$ cat src/rtl/jzjpcc_mem_load_processor.sv
// Memory-stage load path: registers load control from execute, holds the RAM word
// across stalls and extracts/extends the addressed byte, halfword or word.
module jzjpcc_mem_load_processor #(
  parameter logic [31:0] RESET_VALUE = 32'h00000000
) (
  input  logic        clock,
  input  logic        reset,
  input  logic        memoryLoad_execute,
  input  logic [2:0]  funct3_execute,
  input  logic [31:0] aluResult_execute,
  input  logic [4:0]  rd_execute,
  input  logic        stall_memory,
  input  logic        flush_memory,
  input  logic [31:0] memDataRead_memory,
  output logic [31:0] loadResult_memory,
  output logic        loadValid_memory,
  output logic [4:0]  rd_memory,
  output logic        loadMisaligned_memory,
  output logic        loadIllegal_memory
);

  localparam logic [2:0] F3_LB  = 3'b000;
  localparam logic [2:0] F3_LH  = 3'b001;
  localparam logic [2:0] F3_LW  = 3'b010;
  localparam logic [2:0] F3_LBU = 3'b100;
  localparam logic [2:0] F3_LHU = 3'b101;

  logic        valid_q, valid_d;
  logic [2:0]  funct3_q, funct3_d;
  logic [1:0]  offset_q, offset_d;
  logic [4:0]  rd_q, rd_d;
  logic        hold_valid_q, hold_valid_d;
  logic [31:0] hold_word_q, hold_word_d;

  logic [31:0] word_s;
  logic [7:0]  byte_s;
  logic [15:0] half_s;
  logic [31:0] result_s;
  logic        misaligned_s;
  logic        illegal_s;

  // Next-state for the stage register: flush beats stall beats advance.
  always_comb begin
    valid_d      = valid_q;
    funct3_d     = funct3_q;
    offset_d     = offset_q;
    rd_d         = rd_q;
    hold_valid_d = hold_valid_q;
    hold_word_d  = hold_word_q;
    if (flush_memory) begin
      valid_d      = 1'b0;
      hold_valid_d = 1'b0;
    end else if (stall_memory) begin
      if (!hold_valid_q) begin
        hold_word_d  = memDataRead_memory;
        hold_valid_d = 1'b1;
      end else begin
        hold_word_d  = hold_word_q;
      end
    end else begin
      valid_d      = memoryLoad_execute;
      funct3_d     = funct3_execute;
      offset_d     = aluResult_execute[1:0];
      rd_d         = rd_execute;
      hold_valid_d = 1'b0;
    end
  end

  // Stage and hold registers.
  always_ff @(posedge clock or posedge reset) begin
    if (reset) begin
      valid_q      <= 1'b0;
      funct3_q     <= 3'b000;
      offset_q     <= 2'b00;
      rd_q         <= 5'd0;
      hold_valid_q <= 1'b0;
      hold_word_q  <= 32'h00000000;
    end else begin
      valid_q      <= valid_d;
      funct3_q     <= funct3_d;
      offset_q     <= offset_d;
      rd_q         <= rd_d;
      hold_valid_q <= hold_valid_d;
      hold_word_q  <= hold_word_d;
    end
  end

  // Little-endian lane selection from the RAM word or the held copy.
  always_comb begin
    word_s = hold_valid_q ? hold_word_q : memDataRead_memory;
    case (offset_q)
      2'd0:    byte_s = word_s[7:0];
      2'd1:    byte_s = word_s[15:8];
      2'd2:    byte_s = word_s[23:16];
      2'd3:    byte_s = word_s[31:24];
      default: byte_s = word_s[7:0];
    endcase
    if (offset_q[1]) begin
      half_s = word_s[31:16];
    end else begin
      half_s = word_s[15:0];
    end
  end

  // Extension, alignment and legality; faulting loads return zero.
  always_comb begin
    result_s     = 32'h00000000;
    misaligned_s = 1'b0;
    illegal_s    = 1'b0;
    case (funct3_q)
      F3_LB:  result_s = {{24{byte_s[7]}}, byte_s};
      F3_LBU: result_s = {24'h000000, byte_s};
      F3_LH, F3_LHU: begin
        if (offset_q[0]) begin
          misaligned_s = 1'b1;
        end else if (funct3_q == F3_LH) begin
          result_s = {{16{half_s[15]}}, half_s};
        end else begin
          result_s = {16'h0000, half_s};
        end
      end
      F3_LW: begin
        if (offset_q != 2'd0) begin
          misaligned_s = 1'b1;
        end else begin
          result_s = word_s;
        end
      end
      default: illegal_s = 1'b1;
    endcase
  end

  assign loadResult_memory     = valid_q ? result_s : RESET_VALUE;
  assign loadValid_memory      = valid_q;
  assign rd_memory             = rd_q;
  assign loadMisaligned_memory = valid_q & misaligned_s;
  assign loadIllegal_memory    = valid_q & illegal_s;

endmodule

$ cat config.mk
export PLATFORM = sky130hd
export DESIGN_NAME = jzjpcc_mem_load_processor
export DESIGN_NICKNAME = d
export VERILOG_FILES = /design/src/rtl/jzjpcc_mem_load_processor.sv
export SDC_FILE = /design/constraint.sdc
export NUM_CORES = 1
export LEC_CHECK = 0
export ABC_AREA = 1
export CAP_MARGIN = 20
export CORE_UTILIZATION = 25
export CTS_BUF_LIST = sky130_fd_sc_hd__clkbuf_8
export DETAILED_ROUTE_END_ITERATION = 7
export SYNTH_ARGS = -nofsm -noshare
export SYNTH_HDL_FRONTEND = slang
export SYNTH_SLANG_ARGS = --single-unit
$ cat constraint.sdc
create_clock -name clock -period 2.1 [get_ports clock]
set_input_delay 0.42 -clock clock [delete_from_list [all_inputs] [get_ports clock]]
set_output_delay 0.42 -clock clock [all_outputs]
set_load 0.01 [all_outputs]
==> results of run 1 <==
flip-flops by register name, indices dropped and copies added (netlist names):
register / cells
hold_word_q: 32
rd_memory: 5
funct3_q: 3
offset_q: 2
hold_valid_q: 1
loadValid_memory: 1
cell families after synthesis:
family,count (synthesis),share of synthesized area
and+or+nand+nor,264,0.350
AOI/OAI and AO/OA,93,0.182
buffers and inverters,82,0.112
DFF,44,0.356
synth_stat cells, types with 4 or more instances:
master / n / area share
sky130_fd_sc_hd__a21oi_1: 32 / 0.052
sky130_fd_sc_hd__a21oi_2: 20 / 0.057
sky130_fd_sc_hd__a31oi_1: 16 / 0.032
sky130_fd_sc_hd__buf_1: 4 / 0.0049
sky130_fd_sc_hd__buf_2: 7 / 0.011
sky130_fd_sc_hd__clkbuf_1: 9 / 0.011
sky130_fd_sc_hd__dfrtp_1: 44 / 0.36
sky130_fd_sc_hd__inv_1: 51 / 0.062
sky130_fd_sc_hd__inv_2: 5 / 0.0061
sky130_fd_sc_hd__nand2_1: 187 / 0.23
sky130_fd_sc_hd__nand3_1: 18 / 0.029
sky130_fd_sc_hd__nand4_1: 7 / 0.014
sky130_fd_sc_hd__nor2_1: 41 / 0.050
sky130_fd_sc_hd__o21ai_0: 22 / 0.036
cell type report:
| type | instances | area (um2) | area share |
|---|---|---|---|
| Multi-Input combinational cell | 358 | 1950 | 0.386 |
| Timing Repair Buffer | 173 | 1510 | 0.299 |
| Sequential cell | 44 | 1100 | 0.219 |
| Inverter | 57 | 219 | 0.0434 |
| Tap cell | 147 | 184 | 0.0365 |
| Clock buffer | 5 | 68.8 | 0.0137 |
| Clock inverter | 2 | 12.5 | 0.00248 |
routing by layer:
metal  share of wire  GRT usage
met1            0.43      0.229
met2            0.49      0.320
met3           0.055     0.0225
met4           0.022     0.0570
met5               0          0
metrics by stage:
step	setup TNS, ps	instances	hold WS (ps)	instance area, um2
after global placement	-17780	771	460	4650
after CTS	-4460	785	496	4980
after global routing	-8000	786	524	5040
final	-5510	786	486	5040
after detailed placement	-18350	771	472	4650
after floorplan	0	483	453	3090
worst max-delay path: cells and delay by family (launching register included):
family / cells / cell delay (ps)
AOI/OAI and AO/OA: 1 / 210
buffers and inverters: 3 / 470
DFF: 1 / 480
and+or+nand+nor: 5 / 440
path summary, 6_finish.rpt:
| check | from | end | depth (start not counted) |
|---|---|---|---|
| setup / recovery | hold_valid_q | loadResult_memory[4] | 9 |
| hold / removal | rd_memory[2] | rd_memory[2] | 2 |
| setup reg to reg | hold_valid_q | hold_word_q[1] | 6 |
| hold reg to reg | rd_memory[2] | rd_memory[2] | 2 |
| max in group asynchronous | reset | hold_valid_q | 3 |
| min in group asynchronous | reset | hold_valid_q | 3 |
power by group through the flow:
stage / clock network, mW / logic, mW / registers [mW]
6_report: 0.535 / 1.24 / 1.03
5_1_grt: 0.572 / 1.36 / 1.04
4_1_cts: 0.548 / 1.21 / 1.03
3_5_place_dp: 0 / 1.06 / 1.04
3_3_place_gp: 0 / 1.04 / 1.03
2_1_floorplan: 0 / 0.543 / 1.04
what timing repair did:
item,in CTS,in global routing
gates cloned,2,1
buffers inserted,5,0
pin swaps,19,5
resized for setup,221,17
setup endpoints to repair,34,34
==> metrics, run 1 <==
Initial DRC Count=187; global-route wire length before repair=18.6 mm; proportion of total power due to net switching=0.374; static leakage=2.40 nW; CP Cell Sequence=inv_6, buf_12, nand2_1, nand2_2, nand2_1, nor2_2, nor2_1, a21oi_2, buf_2; number of endpoints failing setup at the final stage=32; estimated wirelength of the detail-placed design=8.17 mm; most frequent standard cell in the layout excluding fill and tap cells=sky130_fd_sc_hd__nand2_1; wire per inst=14.3 um; first-pass detailed-route iteration total=4; violations in the final reports=setup timing; class of the tightest hold or removal check=register to register; clock sinks=44; Largest stage delay, worst path=480 ps; cell repeated most along the worst path=sky130_fd_sc_hd__nand2_1; total overflow reported by the global router=0; Final Cycle Share=1.10; maximum number of pins on one net before global-route repair=56; slack of the critical path=-217 ps; EDFF count, synth=0; DR DRC count=0; GRT Total Usage=0.181; sequential element share of the synthesized area=0.356; combinational fraction of design power=0.443; Flop pwr share=0.366; ANT nets after route=0; Critical Path Source Type=register; vias after detailed routing=3695; aggregate routed wire length=11.2 mm; Internal Dissipation=about 1.8 mW; biggest fanout along the worst timing path=14; fill cell total of the finished layout=roughly 1200; core region area=12000 um2; antenna violations before repair=0; endpoint class of the critical path=output port; Inserted Clock Buffers=5; Layout area overhead=62.9%; worst vdd ir=318 uV; flip-flop and latch count after synthesis=44; Die Outline Area=12800 um2; cell with the largest stage delay on the worst path=sky130_fd_sc_hd__dfrtp_2; clock-pin slew on the worst setup and hold paths=~90 ps; outcome=finished, violations left; Via-to-Cell Ratio=4.70; initial core utilization=0.257; main flop type after synthesis=sky130_fd_sc_hd__dfrtp_1; clock period minus final worst setup slack=2320 ps; buffers added on ports=86; switching power total=1.05 mW; number of instances in the synthesized netlist=between 400 and 500; total chip power=2.81 mW; hold violation count in the final report=0; ANT cells=0; number of distinct library cells after synthesis=25; ratio of total power to cell area=approximately 560 nW/um2; layout cell share with drive strength beyond 1=0.366; Pins Over Slew Limit=0; CTS tree=built; Worst R2R Setup Slack=760 ps; via count of the first global-routing pass=3821; maximum count of clock buffers along a single path=2; RePlAce Congestion=0.860; CTS Root Buffer Type=sky130_fd_sc_hd__clkbuf_8; overall die height=113 um; Clock Skew=2.38 ps; final standard cell utilization of the core=0.420; total number of H-tree levels=2; # hold bufs at CTS=0; share of synthesized registers carrying an async set or reset=1.00; Top Ports=approximately 120; count of yosys warnings during synthesis=0; endpoint required time on the critical path=1680 ps; netlist area before placement=3090 um2; final net count=just over 700; cell row count=40; worst setup path class=register to output port; mean cell area of the mapped netlist=6.40 um2; WP data arrival=1900 ps; source-to-sink clock delay at the later pin of the worst-skew pair=300 ps; Slew HR=0.599; max cap viols=0; Tightest Pin Transition=601 ps; Clock power frac=0.191; maximum clock frequency=432 MHz; RSZ-0062 raised after global routing=true; leading cell types in the layout, fill and taps excluded=151 x sky130_fd_sc_hd__nand2_1, 68 x sky130_fd_sc_hd__buf_4, 50 x sky130_fd_sc_hd__clkdlybuf4s50_1; die outline width=around 110 um; worst setup slack after placement=-659 ps; synthesized net count=560
Power figures use the tool's default switching activity.
==> run 2, diff against run 1 <==
Settings changed: RECOVER_POWER set to 100.
==> run 2 against run 1 <==
Effect of this change: the flow still finishes with violations (setup timing); worst setup slack got worse by 4.9 ps; fmax down 0.21%; critical path depth unchanged; count of clock-buffer cells in the layout unchanged; routed wire length shrank 0.17%; via count barely moved; non-clock buffer count stayed put; worst hold slack worse by 5.5 ps; sequential cell count is the same; first-iteration DRC count is 5.9% lower; critical endpoint unchanged; highest routed layer unchanged.
==> metrics, run 2 (same netlist as run 1, synthesis figures left out) <==
outcome=finished, violations left; violations in the final reports=setup timing; maximum clock frequency=431 MHz (-0.21%); estimated wirelength of the detail-placed design=8.17 mm (unchanged); Post-Place Cell Area=4650 um2 (unchanged); worst vdd ir=308 uV (-3.1%); number of endpoints failing setup at the final stage=32 (unchanged); endpoint required time on the critical path=1680 ps (about the same); WP data arrival=1900 ps (about the same); CTS tree=built; maximum number of pins on one net before global-route repair=56 (unchanged); antenna violations before repair=0 (unchanged); DR DRC count=0 (unchanged); die outline width=113 um (unchanged); endpoint class of the critical path=output port; maximum count of clock buffers along a single path=2 (unchanged); slack of the critical path=-221 ps (-4.86 ps); CTS Root Buffer Type=sky130_fd_sc_hd__clkbuf_8; Die Outline Area=12800 um2 (unchanged); total chip power=2.79 mW (-0.70%); total overflow reported by the global router=0 (unchanged); number of placed instances with taps included=771 (unchanged); leading cell types in the layout, fill and taps excluded=151 x sky130_fd_sc_hd__nand2_1, 67 x sky130_fd_sc_hd__buf_4, 48 x sky130_fd_sc_hd__inv_1; Inserted Clock Buffers=5 (unchanged); static leakage=2.40 nW (-0.31%); Final Cycle Share=1.11 (+0.00232); max cap viols=0 (unchanged); register bank with the most flops=hold_word_q; ANT cells=0 (unchanged); Top Ports=117 (unchanged); RSZ-0062 raised after global routing=true; Slew HR=0.215 (-0.384); ANT nets after route=0 (unchanged); source-to-sink clock delay at the later pin of the worst-skew pair=290 ps (about the same); core region area=12000 um2 (unchanged); initial core utilization=0.257 (unchanged); max FFs per register=32 (unchanged); Critical Path Source Type=register; Via-to-Cell Ratio=4.70 (about the same); Pins Over Slew Limit=0 (unchanged); aggregate routed wire length=11.2 mm (-0.17%); most frequent standard cell in the layout excluding fill and tap cells=sky130_fd_sc_hd__nand2_1; RePlAce Congestion=0.860 (unchanged); class of the tightest hold or removal check=register to register; GRT Total Usage=0.181 (unchanged); Layout area overhead=62.0%; vias after detailed routing=3693 (-0.054%); worst setup path class=register to output port; non-filler cells, final=786 (unchanged); Clock Skew=2.23 ps (-0.155 ps); clock period minus final worst setup slack=2320 ps (+4.86 ps); first-pass detailed-route iteration total=4 (unchanged); hold violation count in the final report=0 (unchanged); clock-pin slew on the worst setup and hold paths=90 ps (about the same); final standard cell utilization of the core=0.417 (-0.00240); overall die height=113 um (unchanged); ratio of total power to cell area=556 nW/um2 (-0.13%); cell row count=40 (unchanged); Tightest Pin Transition=1180 ps (+576 ps); clock sinks=44 (unchanged); buffers added on ports=86 (unchanged); # hold bufs at CTS=0 (unchanged); total number of H-tree levels=2 (unchanged); biggest fanout along the worst timing path=14 (unchanged); wire per inst=14.2 um (-0.17%); via count of the first global-routing pass=3821 (unchanged); layout cell share with drive strength beyond 1=0.362 (-0.00469); final net count=716 (unchanged); Initial DRC Count=176 (-5.9%); cell area after layout=5010 um2 (-0.57%); global-route wire length before repair=18.6 mm (unchanged); setup total negative slack=-5470 ps (+39.2 ps)
## run 2: worst max-delay path, stage by stage, from the launching register on
cell and delay (ps):
sky130_fd_sc_hd__dfrtp_2 480, sky130_fd_sc_hd__inv_6 130, sky130_fd_sc_hd__buf_12 160, sky130_fd_sc_hd__nand2_1 90, sky130_fd_sc_hd__nand2_2 90, sky130_fd_sc_hd__nand2_1 80, sky130_fd_sc_hd__nor2_2 110, sky130_fd_sc_hd__nor2_1 80
sky130_fd_sc_hd__a21oi_2 210, sky130_fd_sc_hd__buf_2 170
## run 2: path summary, 6_finish.rpt
check / startpoint / end / slack [ps] / cells after the start
max in group asynchronous: reset / hold_valid_q / 390 / 3
min in group asynchronous: reset / hold_valid_q / 940 / 3
max: hold_valid_q / loadResult_memory[4] / -220 / 9
min: rd_memory[2] / rd_memory[2] / 480 / 2
min reg2reg: rd_memory[2] / rd_memory[2] / 480 / 2
max reg2reg: hold_valid_q / hold_word_q[1] / 700 / 6
## run 2: timing repair
action / 4_1_cts / 5_1_grt
buffers inserted: 5 / 0
resized for setup: 221 / 17
setup endpoints to repair: 34 / 34
cloned: 2 / 1
pin swaps: 19 / 5
## run 2: layer usage
metal / vias up / global-route usage / routed length [um]
li1: 1842 / - / -
met1: 1717 / 0.229 / 4820
met2: 118 / 0.320 / 5530
met3: 16 / 0.0225 / 603
met4: 0 / 0.0570 / 236
met5: - / 0 / 0
## run 2: area by class of cell
class | count | area (um2)
clock inverters | 2 | 12.5
inverters | 57 | 219
clock buffers | 5 | 68.8
fillers | 1250 | 7000
repair buffers | 173 | 1480
flip-flops and latches | 44 | 1100
well taps | 147 | 184
multi-input cells | 358 | 1940
## run 2: metrics by stage
stage | hold slack (ps) | worst slack, ps
CTS | 496 | -175
floorplan | 453 | 284
finish | 481 | -221
global route | 519 | -316
detailed placement | 472 | -659
global placement | 460 | -623
## run 2: power by group
group          switching [mW]  internal [mW]  leakage, nW
registers              0.0638          0.964        0.522
logic                   0.674          0.556         1.83
clock network           0.305          0.226       0.0400
==> run 3, diff against run 2 <==
Settings changed: GPL_ROUTABILITY_DRIVEN set to 0.
==> run 3 against run 2 <==
Effect of this change: the flow still finishes with violations (setup timing); sequential cell count did not move; sequential power barely moved; worst setup slack improved by 30 ps; highest routed layer is now met5; die area did not move; via count rose by 3.0%; clock skew rose by 18 ps; power rose by 5.7%; final cell count rose by 0.25%.
==> metrics, run 3 (same netlist as run 1, synthesis figures left out) <==
hold path startpoint=rd_memory[2]; endpoint required time on the critical path=1680 ps (about the same); core region area=12000 um2 (unchanged); global-route wire length before repair=18.4 mm (-1.2%); maximum clock frequency=436 MHz (+1.3%); maximum number of pins on one net before global-route repair=56 (unchanged); number of placed instances with taps included=770 (-0.13%); Clock power frac=0.240 (+0.050); Inserted Clock Buffers=5 (unchanged); most frequent standard cell in the layout excluding fill and tap cells=sky130_fd_sc_hd__nand2_1; Pins Over Slew Limit=0 (unchanged); outcome=finished, violations left; Via-to-Cell Ratio=4.83 (+2.7%); cell repeated most along the worst path=sky130_fd_sc_hd__nand2_1; Die Outline Area=12800 um2 (unchanged); cell area after layout=5020 um2 (+0.17%); CTS Root Buffer Type=sky130_fd_sc_hd__clkbuf_8; buffers added on ports=86 (unchanged); Flop pwr share=0.348 (-0.021); Largest stage delay, worst path=450 ps (-30 ps); via count of the first global-routing pass=3847 (+0.68%); Final Cycle Share=1.09 (-0.0143); r2r worst-path depth=6 (unchanged); worst r2r dst=hold_word_q[1]; Crit Reg-Reg Startpoint=hold_valid_q; clock-pin slew on the worst setup and hold paths=90 ps (about the same); non-filler cells, final=788 (+0.25%); source-to-sink clock delay at the later pin of the worst-skew pair=310 ps (+20 ps); hold violation count in the final report=0 (unchanged); layout cell share with drive strength beyond 1=0.348 (-0.0136); Slew HR=0.208 (-0.00705); final standard cell utilization of the core=0.418 (+0.000730); maximum count of clock buffers along a single path=2 (unchanged); biggest fanout along the worst timing path=12 (-2); tightest hold margin=477 ps (-3.94 ps); critical path launch point=hold_valid_q; max FFs per register=32 (unchanged); DR DRC count=0 (unchanged); wire per inst=14.3 um (+0.53%); GRT Total Usage=0.180 (-0.00162); Post-Place Cell Area=4660 um2 (+0.38%); switching power total=1.05 mW (+0.36%); max cap viols=0 (unchanged); RSZ-0062 raised after global routing=true; register bank with the most flops=hold_word_q; cell row count=40 (unchanged); aggregate routed wire length=11.3 mm (+0.79%); initial core utilization=0.257 (unchanged); Clock Skew=20.4 ps (+18.2 ps); die outline width=113 um (unchanged); total overflow reported by the global router=0 (unchanged); static leakage=2.42 nW (+0.85%); ratio of total power to cell area=587 nW/um2 (+5.5%); proportion of total power due to net switching=0.355 (-0.0188); CP Cell Sequence=buf_6, clkbuf_16, nand2_1, nand3_1, nand4_1, nand2_1, a21oi_2, buf_2; Initial DRC Count=243 (+38%); Tightest Pin Transition=1190 ps (+10.6 ps); antenna violations before repair=1 (+1); vias after detailed routing=3803 (+3.0%); worst setup path class=register to output port; number of cells on the worst hold path=2 (unchanged); Worst R2R Setup Slack=780 ps (+80 ps); fill cell total of the finished layout=1242 (-0.64%); Layout area overhead=62.3%; worst setup slack after placement=-666 ps (-6.26 ps); class of the tightest hold or removal check=register to register; ANT nets after route=0 (unchanged); Internal Dissipation=1.90 mW (+8.8%); Top Ports=117 (unchanged); worst vdd ir=275 uV (-11%); CTS tree=built; leading cell types in the layout, fill and taps excluded=158 x sky130_fd_sc_hd__nand2_1, 67 x sky130_fd_sc_hd__buf_4, 49 x sky130_fd_sc_hd__inv_1; cell with the largest stage delay on the worst path=sky130_fd_sc_hd__dfrtp_2; endpoint class of the critical path=output port; estimated wirelength of the detail-placed design=7.95 mm (-2.7%); total number of H-tree levels=2 (unchanged); number of endpoints failing setup at the final stage=32 (unchanged); first-pass detailed-route iteration total=5 (+1); Worst Hold End=rd_memory[2]; slack of the critical path=-191 ps (+29.9 ps); overall die height=113 um (unchanged); violations in the final reports=setup timing; WP data arrival=1870 ps (-30 ps); clock period minus final worst setup slack=2290 ps (-29.9 ps); combinational fraction of design power=0.412 (-0.029); final net count=717 (+0.14%); Critical Path Source Type=register; ANT cells=0 (unchanged); clock sinks=44 (unchanged)
-- run 3: per-stage QoR --
step	total power, mW	TNS, ps
5_1_grt	3.12	-7990
3_3_place_gp	2.08	-18140
2_1_floorplan	1.58	0
6_report	2.95	-4140
3_5_place_dp	2.11	-18420
4_1_cts	2.93	-3920
-- run 3: final cells by class --
| cell class | count | area, um2 | share of cell area |
|---|---|---|---|
| Tap cell | 147 | 184 | 0.0366 |
| Clock inverter | 2 | 38.8 | 0.00773 |
| Sequential cell | 44 | 1100 | 0.220 |
| Inverter | 57 | 219 | 0.0436 |
| Multi-Input combinational cell | 358 | 1910 | 0.380 |
| Clock buffer | 6 | 82.6 | 0.0165 |
| Timing Repair Buffer | 174 | 1480 | 0.296 |
-- run 3: what timing repair did --
action,4_1_cts,5_1_grt
setup buffers,7,0
hold buffers,0,0
resized for setup,210,18
hold endpoints to repair,0,0
pin swaps,11,6
gates cloned,2,1
setup endpoints to repair,34,34
-- run 3: metal layers --
metal,global-route usage,vias to the layer above,wire [um]
li1,-,1842,-
met1,0.226,1787,4860
met2,0.303,141,5350
met3,0.0289,31,695
met4,0.0798,2,361
met5,0,-,13
-- run 3: power groups by stage --
stage / sequential [mW] / combinational [mW] / clock (mW)
final: 1.03 / 1.21 / 0.707
after global routing: 1.04 / 1.33 / 0.750
after CTS: 1.03 / 1.19 / 0.719
after detailed placement: 1.04 / 1.07 / 0
after global placement: 1.04 / 1.05 / 0
after floorplan: 1.04 / 0.543 / 0
-- run 3: how the worst max path moves through the flow --
stage | to | slack, ps
after global placement | loadResult_memory[29] | -630
final | loadResult_memory[1] | -190
after CTS | loadResult_memory[26] | -170
after detailed placement | loadResult_memory[28] | -670
after floorplan | loadResult_memory[19] | 280
after global routing | loadResult_memory[10] | -280
-- run 3: critical path: cells and delay by family, from the launching register on --
| kind | cells | cell delay [ps] |
|---|---|---|
| buf+inv | 3 | 480 |
| flops | 1 | 450 |
| simple gates | 4 | 450 |
| compound gates | 1 | 190 |
